File: src/rtl/match_controller.sv
// Match sequencing for a two-player paddle game: start-edge detection, serve countdown,
// point scoring with saturation, let handling, win detection and abort-to-idle.
`timescale 1ns/1ps
module match_controller #(
  parameter int WIN_SCORE   = 10,
  parameter int SERVE_DELAY = 60
) (
  input  logic       clk,
  input  logic       reset,
  input  logic       start,
  input  logic       game_tick,
  input  logic       point_left,
  input  logic       point_right,
  output logic [1:0] state,
  output logic [3:0] left_score,
  output logic [3:0] right_score,
  output logic       ball_enable,
  output logic       serve,
  output logic       serve_dir,
  output logic [1:0] winner
);

  typedef enum logic [1:0] {
    ST_IDLE  = 2'b00,
    ST_SERVE = 2'b01,
    ST_PLAY  = 2'b10,
    ST_DONE  = 2'b11
  } state_t;

  localparam logic [3:0] WIN_Q = 4'(WIN_SCORE);
  localparam logic [7:0] DELAY = 8'(SERVE_DELAY);

  state_t     state_q, state_d;
  logic [3:0] left_q, left_d, right_q, right_d;
  logic [1:0] winner_q, winner_d;
  logic       dir_q, dir_d;
  logic [7:0] cnt_q, cnt_d;
  logic       start_prev_q;

  logic       start_rise;
  logic       serve_fire;
  logic [3:0] left_inc, right_inc;

  assign start_rise = start & ~start_prev_q;
  // An abort (start low) in the final serve cycle suppresses the launch.
  assign serve_fire = (state_q == ST_SERVE) & start & game_tick & (cnt_q == 8'd1);
  assign left_inc   = (left_q  == 4'hF) ? left_q  : left_q  + 4'd1;
  assign right_inc  = (right_q == 4'hF) ? right_q : right_q + 4'd1;

  always_comb begin
    state_d  = state_q;
    left_d   = left_q;
    right_d  = right_q;
    winner_d = winner_q;
    dir_d    = dir_q;
    cnt_d    = cnt_q;
    case (state_q)
      ST_IDLE: begin
        if (start_rise) begin
          left_d   = 4'd0;
          right_d  = 4'd0;
          winner_d = 2'b00;
          dir_d    = 1'b0;
          cnt_d    = DELAY;
          state_d  = ST_SERVE;
        end
      end
      ST_SERVE: begin
        if (!start) begin
          state_d = ST_IDLE;
        end else if (game_tick && (cnt_q != 8'd0)) begin
          cnt_d = cnt_q - 8'd1;
          if (cnt_q == 8'd1) state_d = ST_PLAY;
        end
      end
      ST_PLAY: begin
        if (!start) begin
          state_d = ST_IDLE;
        end else if (point_left && point_right) begin
          state_d = ST_SERVE;
          cnt_d   = DELAY;
        end else if (point_left) begin
          left_d = left_inc;
          dir_d  = 1'b1;
          if (left_inc == WIN_Q) begin
            state_d  = ST_DONE;
            winner_d = 2'b01;
          end else begin
            state_d = ST_SERVE;
            cnt_d   = DELAY;
          end
        end else if (point_right) begin
          right_d = right_inc;
          dir_d   = 1'b0;
          if (right_inc == WIN_Q) begin
            state_d  = ST_DONE;
            winner_d = 2'b10;
          end else begin
            state_d = ST_SERVE;
            cnt_d   = DELAY;
          end
        end
      end
      ST_DONE: begin
        if (!start) state_d = ST_IDLE;
      end
      default: state_d = ST_IDLE;
    endcase
  end

  // start_prev resets high so a switch already on at reset release is not an edge.
  always_ff @(posedge clk or negedge reset) begin
    if (!reset) begin
      state_q      <= ST_IDLE;
      left_q       <= 4'd0;
      right_q      <= 4'd0;
      winner_q     <= 2'b00;
      dir_q        <= 1'b0;
      cnt_q        <= 8'd0;
      start_prev_q <= 1'b1;
    end else begin
      state_q      <= state_d;
      left_q       <= left_d;
      right_q      <= right_d;
      winner_q     <= winner_d;
      dir_q        <= dir_d;
      cnt_q        <= cnt_d;
      start_prev_q <= start;
    end
  end

  assign state       = state_q;
  assign left_score  = left_q;
  assign right_score = right_q;
  assign winner      = winner_q;
  assign serve_dir   = dir_q;
  assign ball_enable = (state_q == ST_PLAY);
  assign serve       = serve_fire;

endmodule

File: config.mk
export PLATFORM = sky130hd
export DESIGN_NAME = match_controller
export DESIGN_NICKNAME = d
export VERILOG_FILES = /design/src/rtl/match_controller.sv
export SDC_FILE = /design/constraint.sdc
export NUM_CORES = 1
export LEC_CHECK = 0
export BUFFER_PORTS_ARGS = -buffer_cell sky130_fd_sc_hd__buf_2
export CAP_MARGIN = 20
export CORE_MARGIN = 2
export CORE_UTILIZATION = 50
export CTS_CLUSTER_DIAMETER = 150
export CTS_CLUSTER_SIZE = 24
export DETAILED_ROUTE_END_ITERATION = 10
export PLACE_DENSITY = 0.71
export RECOVER_POWER = 25
export SLEW_MARGIN = 20
export SYNTH_ARGS = -nofsm -noshare
export SYNTH_HDL_FRONTEND = slang
export SYNTH_SLANG_ARGS = --single-unit
File: constraint.sdc
create_clock -name clk -period 3.96 [get_ports clk]
set_input_delay 0.396 -clock clk [delete_from_list [all_inputs] [get_ports clk]]
set_output_delay 0.396 -clock clk [all_outputs]
set_load 0.05 [all_outputs]
==> results.toml <==
[outcome]
status = "finished, final reports clean"

[place]
placed_area_um2 = 1570
placedCellCount = 204
dp_hpwl_um = 2360
io_buffers = 20
routabilityCongestion = 0.844
preCtsSetupSlack_ns = 1.75

[power_and_ir_drop]
peakVddDrop_mv = 0.305
power_density_nw_per_um2 = 445
switching_share = 0.418
comb_power_share = 0.359
p_int_mw = 0.414
p_leak_nw = 0.694
power_frac_clock = 0.172
power_mw = 0.712
pwr-share-seq = 0.469
p_sw_mw = 0.298

[clock_network]
numCtsBuffers = 3
cts-root-buf = "clkbuf_4"
cts_buffer_depth = 2
clk_latency_ns = 0.31
cts_tree = "done"
cts_resized = 0
htreeDepth = 1
postCtsSetupBuffers = 0
cts_hold_buf = 0
cts.clk_slew.worst_paths_ns = 0.12
clock_sinks = 22

[floorplanning]
start_util = 0.525
die_w_um = 57.6
placementRows = 19
core_region_area_um2 = 2730
fp.dieH_um = 57.6
ioPinCount = 21
die_area_um2 = 3320

[worst_setup_path]
critical_path_class = "flip-flop to output pin"
slowest_delay_ns = 0.60
worst-path-buf-inv = 1
slowest_stage = "or4_4"
cp_max_fo = 5
path_cells = "or4_4 > nor4b_2 > and3_1 > buf_2"
cp.required_ns = 3.56
start_kind = "flip-flop"
crit_family = "simple AND/OR/NAND/NOR gates"
cp.arrival_ns = 2.14
cp-end-kind = "output pin"

[timing]
hold_viol = 0
max_clock_freq_mhz = 394
clock_skew_ns = 0.0100
worstMarginPinSlew_ns = 1.21
relSlewSlack = 0.194
finalMaxSlewViolations = 0
final.setup.worst_slack_ns = 1.42
finalSetupViolCount = 0
holdWs_ns = 0.296
min_period_over_period = 0.642
rsz0062_at_grt = "no"
period_minus_slack_ns = 2.54
fin_tns_setup_ns = 0

[yosys]
synth_top_family_by_area = "simple AND/OR/NAND/NOR gates"
synth_compound_area_frac = 0.220
synth_nets = 168
syn-cell-area_um2 = 1440
syn_area_per_cell_um2 = 9.27
ys_ff_latch = 22
synth-main-ff-cell = "dfrtp_1"
ys_async_sr_fraction = 1.00
synth_simple_gate_area_share = 0.260
netlist_instances = 155
synth_edf_count = 0
synth_mux_area_frac = 0.0296
synthDistinctLibCells = 45
synth_xor_area_frac = 0.0122
synth_seq_area_share = 0.384
synth_fa_ha_area_frac = 0.0610
yosysWarnings = 0

[global_route]
grt.total_usage = 0.197
grt_pass1_vias = 1146
antenna_found_initial = 0
grt_max_degree = 23
grt.overflow.total = 0
grt_pass1_wl_um = 5110

[finish]
post-route-util = 0.585
final_cell_mix = "dfrtp_1, buf_2, a21oi_1, nand2_1, inv_1"
fin_cells = 208
layout.nets = 191
fin_area_um2 = 1600
final_common_cell = "dfrtp_1"
area_growth_pct = 11.3
n_antenna_cell = 0
drive_gt1_frac = 0.169

[routing]
routedWlPerCell_um = 14.7
vias_per_cell = 6.09
drc_errors = 0
vias = 1266
detail_route.first_pass.iterations = 5
dr.first_iter.drc_count = 88
ant_nets = 0
wl_um = 3050

[hold_path]
hold_class = "input pin to asynchronous set/reset pin"

[flow_run]
max_cap_viol_count = 0
state kept, by name, indices dropped and copies added (netlist names):
signal	cells
cnt_q	8
left_score	4
right_score	4
state	2
winner	2
serve_dir	1
start_prev_q	1
kinds of logic after synthesis:
family                   count (synthesis)
AND/OR/NAND/NOR                         63
AO/OA/AOI/OAI                           45
flip-flops                              22
buffers and inverters                   12
adder cells (fa/ha/maj)                  7
multiplexers                             4
XOR/XNOR                                 2
cell type report:
cell class / instances / area (um^2)
tap: 31 / 38.8
sequential: 22 / 552
multi-input combinational: 121 / 837
inverter: 10 / 37.5
fill: 246 / 1130
timing repair buffer: 20 / 97.6
clock buffer: 4 / 36.3
routing by layer:
layer | vias to the layer above | track usage | share of wire
met5 | - | 0 | 0
met4 | 0 | 0.0598 | 0.0072
met3 | 4 | 0.0272 | 0.040
met2 | 32 | 0.349 | 0.51
met1 | 606 | 0.249 | 0.44
li1 | 624 | - | -
synth_stat cells (2+ instances only):
cell	count	share of area
a211oi_1	2	0.010
or4bb_1	2	0.016
nand3b_1	3	0.016
nor2_1	8	0.021
ha_1	7	0.061
a21o_1	2	0.010
or3_1	2	0.0087
nor2b_1	4	0.017
buf_2	2	0.0070
o211a_1	3	0.021
nand3_1	7	0.024
a41oi_1	2	0.012
inv_1	10	0.026
o22ai_1	4	0.017
and3_1	2	0.0087
nor3_1	5	0.017
nand2_1	11	0.029
o21ai_0	8	0.028
nand4_1	4	0.017
a21oi_1	13	0.045
a2bb2oi_1	2	0.012
xor2_1	2	0.012
mux2_1	2	0.016
dfrtp_1	21	0.37
mux2i_1	2	0.014
nand2b_1	6	0.026
power by group through the flow:
stage | sequential, mW | clock (mW) | combinational [mW]
5_1_grt | 0.344 | 0.136 | 0.285
3_3_place_gp | 0.333 | 0 | 0.249
2_1_floorplan | 0.397 | 0 | 0.126
3_5_place_dp | 0.337 | 0 | 0.256
6_report | 0.334 | 0.123 | 0.255
4_1_cts | 0.333 | 0.127 | 0.257
final timing paths:
kind                                       startpoint  cells past startpoint  slack (ns)                    endpoint
hold / removal                                  reset                      1        0.30  right_score[2]$_DFFE_PN0P_
min in group clk                                start                      1        0.30      start_prev_q$_DFF_PN1_
setup / recovery                 cnt_q[3]$_DFFE_PN0P_                      4        1.42                       serve
max in group asynchronous                       reset                      1        2.93       winner[0]$_DFFE_PN0P_
setup reg to reg           right_score[0]$_DFFE_PN0P_                      6        1.84        cnt_q[3]$_DFFE_PN0P_
hold reg to reg                 serve_dir$_DFFE_PN0P_                      2        0.50       serve_dir$_DFFE_PN0P_
Power figures use the tool's default switching activity.
